### config.mk
export PLATFORM = sky130hd
export DESIGN_NAME = paddle_ctrl
export DESIGN_NICKNAME = d
export VERILOG_FILES = /design/src/rtl/paddle_ctrl.sv
export SDC_FILE = /design/constraint.sdc
export NUM_CORES = 1
export LEC_CHECK = 0
export ABC_CLOCK_PERIOD_IN_PS = 5400
export CORE_UTILIZATION = 40
export DETAILED_ROUTE_END_ITERATION = 7
export GPL_ROUTABILITY_DRIVEN = 0
export PLACE_DENSITY_LB_ADDON = 0.15
export SYNTH_ARGS = -nofsm -noshare
export SYNTH_HDL_FRONTEND = slang
export SYNTH_SLANG_ARGS = --single-unit
### constraint.sdc
create_clock -name clk -period 5.4 [get_ports clk]
set_input_delay 0.54 -clock clk [delete_from_list [all_inputs] [get_ports clk]]
set_output_delay 0.54 -clock clk [all_outputs]
set_load 0.01 [all_outputs]
### src/rtl/paddle_ctrl.sv
// paddle_ctrl: turns raw, bouncy up/down push-buttons into a clamped paddle
// top-row position. Buttons are synchronized, debounced, and fed to a small
// IDLE/UP/DOWN state machine that steps the paddle once per CLKS_PER_MOVE
// clocks while a single direction is held.
module paddle_ctrl #(
    parameter int CLKS_PER_MOVE = 250_000,
    parameter int DEBOUNCE_CLKS = 500_000,
    parameter int ACTIVE_ROWS   = 480,
    parameter int PADDLE_HEIGHT = 64
) (
    input  logic                           clk,
    input  logic                           rst,
    input  logic                           btn_up,
    input  logic                           btn_down,
    input  logic                           enable,
    input  logic                           recenter,
    output logic [$clog2(ACTIVE_ROWS)-1:0] pos,
    output logic                           at_top,
    output logic                           at_bottom,
    output logic                           moving
);

    localparam int PW      = $clog2(ACTIVE_ROWS);
    localparam int MAX_POS = ACTIVE_ROWS - PADDLE_HEIGHT;
    localparam int CENTER  = MAX_POS / 2;
    // Counters are at least one bit wide so degenerate settings still elaborate.
    localparam int DW      = (DEBOUNCE_CLKS > 1) ? $clog2(DEBOUNCE_CLKS) : 1;
    localparam int MW      = (CLKS_PER_MOVE > 1) ? $clog2(CLKS_PER_MOVE) : 1;

    localparam logic [DW-1:0] DEB_LAST   = DW'(DEBOUNCE_CLKS - 1);
    localparam logic [MW-1:0] MOVE_LAST  = MW'(CLKS_PER_MOVE - 1);
    localparam logic [PW-1:0] POS_MAX    = PW'(MAX_POS);
    localparam logic [PW-1:0] POS_CENTER = PW'(CENTER);
    localparam logic [PW-1:0] POS_ZERO   = {PW{1'b0}};

    typedef enum logic [1:0] {
        IDLE = 2'd0,
        UP   = 2'd1,
        DOWN = 2'd2
    } state_t;

    // Bit 0 carries the up button, bit 1 the down button.
    logic [1:0]    raw_s;
    logic [1:0]    meta_r;
    logic [1:0]    sync_r;
    logic [1:0]    stable_r;
    logic [DW-1:0] dcnt_r [2];

    state_t        state_r;
    state_t        state_next_s;
    logic [MW-1:0] mcnt_r;
    logic [MW-1:0] mcnt_next_s;
    logic          step_s;
    logic [PW-1:0] pos_r;
    logic [PW-1:0] pos_next_s;

    assign raw_s = {btn_down, btn_up};
    assign pos   = pos_r;

    // Two-flop synchronizers; nothing downstream looks at the raw buttons.
    always_ff @(posedge clk or posedge rst) begin
        if (rst) begin
            meta_r <= 2'b00;
            sync_r <= 2'b00;
        end else begin
            meta_r <= raw_s;
            sync_r <= meta_r;
        end
    end

    // Debounce: accept a new level only after DEBOUNCE_CLKS consecutive disagreeing cycles.
    always_ff @(posedge clk or posedge rst) begin
        if (rst) begin
            stable_r <= 2'b00;
            for (int i = 0; i < 2; i++) begin
                dcnt_r[i] <= {DW{1'b0}};
            end
        end else begin
            for (int i = 0; i < 2; i++) begin
                if (sync_r[i] == stable_r[i]) begin
                    dcnt_r[i] <= {DW{1'b0}};
                end else if (dcnt_r[i] == DEB_LAST) begin
                    stable_r[i] <= sync_r[i];
                    dcnt_r[i]   <= {DW{1'b0}};
                end else begin
                    dcnt_r[i] <= dcnt_r[i] + DW'(1);
                end
            end
        end
    end

    // Next state: a single held direction moves, both/neither or disabled idles.
    always_comb begin
        state_next_s = IDLE;
        if (!enable) begin
            state_next_s = IDLE;
        end else if (stable_r[0] && !stable_r[1]) begin
            state_next_s = UP;
        end else if (stable_r[1] && !stable_r[0]) begin
            state_next_s = DOWN;
        end else begin
            state_next_s = IDLE;
        end
    end

    // Move pacing: restart on any state change or recenter, free-run while moving.
    always_comb begin
        mcnt_next_s = {MW{1'b0}};
        step_s      = 1'b0;
        if (recenter || (state_next_s != state_r)) begin
            mcnt_next_s = {MW{1'b0}};
            step_s      = 1'b0;
        end else begin
            case (state_r)
                UP, DOWN: begin
                    if (mcnt_r == MOVE_LAST) begin
                        mcnt_next_s = {MW{1'b0}};
                        step_s      = 1'b1;
                    end else begin
                        mcnt_next_s = mcnt_r + MW'(1);
                        step_s      = 1'b0;
                    end
                end
                default: begin
                    mcnt_next_s = {MW{1'b0}};
                    step_s      = 1'b0;
                end
            endcase
        end
    end

    // Position update: recenter wins over a step; steps saturate at either bound.
    always_comb begin
        pos_next_s = pos_r;
        if (recenter) begin
            pos_next_s = POS_CENTER;
        end else if (step_s && (state_r == UP) && (pos_r != POS_ZERO)) begin
            pos_next_s = pos_r - PW'(1);
        end else if (step_s && (state_r == DOWN) && (pos_r < POS_MAX)) begin
            pos_next_s = pos_r + PW'(1);
        end else begin
            pos_next_s = pos_r;
        end
    end

    // State, pacing counter, position and the flags derived from them, registered together.
    always_ff @(posedge clk or posedge rst) begin
        if (rst) begin
            state_r   <= IDLE;
            mcnt_r    <= {MW{1'b0}};
            pos_r     <= POS_CENTER;
            at_top    <= 1'b0;
            at_bottom <= 1'b0;
            moving    <= 1'b0;
        end else begin
            state_r   <= state_next_s;
            mcnt_r    <= mcnt_next_s;
            pos_r     <= pos_next_s;
            at_top    <= (pos_next_s == POS_ZERO);
            at_bottom <= (pos_next_s == POS_MAX);
            moving    <= (state_next_s != IDLE);
        end
    end

endmodule

==> results.toml <==
[run_status]
outcome = "complete, no violations"

[route]
viasPerCell = 5.014
drc = 0
wl_um = 7151
vias = 2778
first_iter_violations = 96
wl_per_cell_um = 12.91
ant_nets = 0
drt_first_pass_iters = 4

[cts]
cts.hold.buffers_added = 0
cts_resized = 0
numCtsBuffers = 9
clk_latency_ns = 0.35
cts_max_path_buffers = 2
cts_tree = "done"
cts_root_buf = "clkbuf_8"
clkTransAtPathRegs_ns = 0.08
htreeDepth = 3
numClockSinks = 76
post-cts-setup-buffer-count = 0

[sta]
rsz0062_at_grt = "no"
worst_pin_slew_ns = 0.7261
fin_setup_tns_ns = 0
holdWs_ns = 0.3516
slew_headroom_pct = 51.43
min_period_over_period_pct = 60.82
period_minus_slack_ns = 3.284
hold_viol = 0
clock_skew_ns = 0.01083
slew_violations = 0
fmax_mhz = 304.5
timing.final.ws_setup_ns = 2.116
finalSetupViolations = 0

[setup_path]
end_kind = "flop"
worst_ep_required_time_ns = 5.66
crit_arrival_ns = 3.54
slowest_delay_ns = 0.69
crit_slowest_cell = "o41ai_4"
crit_chain = "inv_1 -> ha_1 -> or4b_4 -> o41ai_4 -> mux2_1 -> and3b_1 -> nor4_2 -> o2111ai_1 -> nor4b_2"
start_kind = "flop"
path_buf_inv = 1
path_delay_family = "simple AND/OR/NAND/NOR gates"
crit_type = "reg2reg"
cp_max_fo = 10

[final_layout]
postLayoutCellArea_um2 = 4432
final_cells = 554
drive_gt1_share_pct = 8.941
area_growth_pct = 13.27
nets = 433
diodes = 0
utilization_pct = 47.29

[power_and_ir_drop]
vdd_drop_max_mv = 0.1211
clkPwrFrac_pct = 42.4
p_sw_uw = 254.4
p_comb_share_pct = 5.1
p_leak_nw = 1.862
finalPower_mw = 1.113
power_density_nw_per_um2 = 251.1
sw_frac_of_total_pct = 22.86
power_frac_seq_pct = 52.5
p_int_uw = 858.4

[placement]
dp_cells = 538
placed_area_um2 = 4217
place_ws_ns = 1.963
port_buffers = 17
hpwlAfterDp_um = 4934

[yosys]
yosys-top-cells-count = "dfrtp_1 (73), nor2_1 (65), nand2_1 (29), xor2_1 (27), nand3_1 (25)"
synth_edf_count = 0
yosysWarnings = 0
syn-num-nets = 413
netlist_instances = 400
netlist_area_um2 = 3913
synth_top_area_share_pct = 46.69
yosysMostFrequentCell = "dfrtp_1"
synth_area_leaders = "dfrtp_1 (47%), nor2_1 (6.2%), xor2_1 (6.0%)"
synth-seq-cells = 76
synth_top_area_cell = "dfrtp_1"
ys_types = 47
ys.flop_type = "dfrtp_1"
avgSynthCellArea_um2 = 9.781
async_flop_share_pct = 100.0
synth-seq-area-share_pct = 48.70

[die]
num_rows = 35
die_y_um = 100.9
dieWidth_um = 100.9
dieArea_um2 = 10180
start_util_pct = 41.75
ioPinCount = 18
core_um2 = 9371

[job]
cap_violations = 0

[global_route]
antenna_found_initial = 0
grt_max_degree = 45
grt_util_all_layers_pct = 15.92
grt_first_pass_wirelength_um = 12700
first_global_vias = 2719
grt_overflow = 0

[min_path]
worstHoldPathType = "reg2reg"
==> cell usage in the layout, fill, tap and decap left out, types with 2 or more instances in the layout <==
cell and count:
clkdlybuf4s50_1 17, nand4_1 9, nor2b_1 3, xnor2_1 21, o211ai_1 3, inv_1 15, ha_1 7, clkinv_2 3
and3b_1 5, mux2i_1 5, xor2_1 27, nand2_1 29, nor4_1 4, bufinv_16 2, or2_2 6, nand2b_1 2
and4_1 6, dfrtp_1 73, nor2_1 65, dfstp_2 3, clkbuf_8 9, and3_2 2, a21boi_1 2, nor4b_1 6
and3_1 12, nor4bb_1 3, and2_1 3, o21ai_0 8, mux2_2 2, nand3_1 25, a21oi_1 12, or3_1 10
nor3_1 6
==> sequential cells by signal, summed over array words and instances (netlist names) <==
signal	cells
mcnt_r	18
pos	9
state_r	2
meta_r	2
at_bottom	1
dcnt_r	38
stable_r	2
sync_r	2
at_top	1
moving	1
==> cells by family (layout without fill, tap and decap cells) <==
logic type / Yosys count / count (layout) / synth area share [%]
XOR/XNOR: 48 / 48 / 10.75
flip-flops: 76 / 76 / 48.70
adder cells (fa/ha/maj): 7 / 7 / 2.238
multiplexers: 8 / 8 / 2.143
AO/OA/AOI/OAI: 34 / 34 / 6.204
buffers and inverters: 25 / 50 / 2.430
AND/OR/NAND/NOR: 202 / 202 / 27.53
==> layout make-up <==
class / instances / area, um2
fillers: 919 / 4940
multi-input cells: 299 / 1912
flip-flops and latches: 76 / 1906
repair buffers: 18 / 177.7
well taps: 129 / 161.4
clock buffers: 9 / 123.9
clock inverters: 7 / 91.34
inverters: 16 / 60.06
==> metal layers <==
metal  up-vias  GRT usage [%]  part of all wire, %
li1       1420              -                    -
met5         -              0                    0
met4         0          7.023                  1.9
met3        11          2.566                  3.2
met1      1308          21.96                   50
met2        39          24.76                   45
==> power by group through the flow <==
| stage | clock network [mW] | logic (mW) | registers (mW) |
|---|---|---|---|
| 4_1_cts | 0.492 | 0.0586 | 0.584 |
| 3_3_place_gp | 0 | 0.0585 | 0.595 |
| 6_report | 0.472 | 0.0568 | 0.584 |
| 3_5_place_dp | 0 | 0.0581 | 0.595 |
| 2_1_floorplan | 0 | 0.0395 | 0.595 |
| 5_1_grt | 0.517 | 0.0646 | 0.586 |
==> worst reg2reg max path, cell delays in order, from the launching register on <==
cell and delay [ns]:
dfrtp_1 0.45, inv_1 0.15, ha_1 0.20, or4b_4 0.51
o41ai_4 0.69, mux2_1 0.41, and3b_1 0.21, nor4_2 0.13
o2111ai_1 0.21, nor4b_2 0.24
==> worst paths after layout <==
check	from	end	slack, ns	cells after the start
setup / recovery	pos[0]	at_bottom	2.12	9
hold / removal	meta_r[0]	sync_r[0]	0.35	0
setup reg to reg	pos[0]	at_bottom	2.12	9
hold reg to reg	meta_r[0]	sync_r[0]	0.35	0
max in group asynchronous	rst	dcnt_r[28]	3.79	3
min in group asynchronous	rst	mcnt_r[13]	0.61	2
No activity file was read; power rests on OpenSTA's default activity.
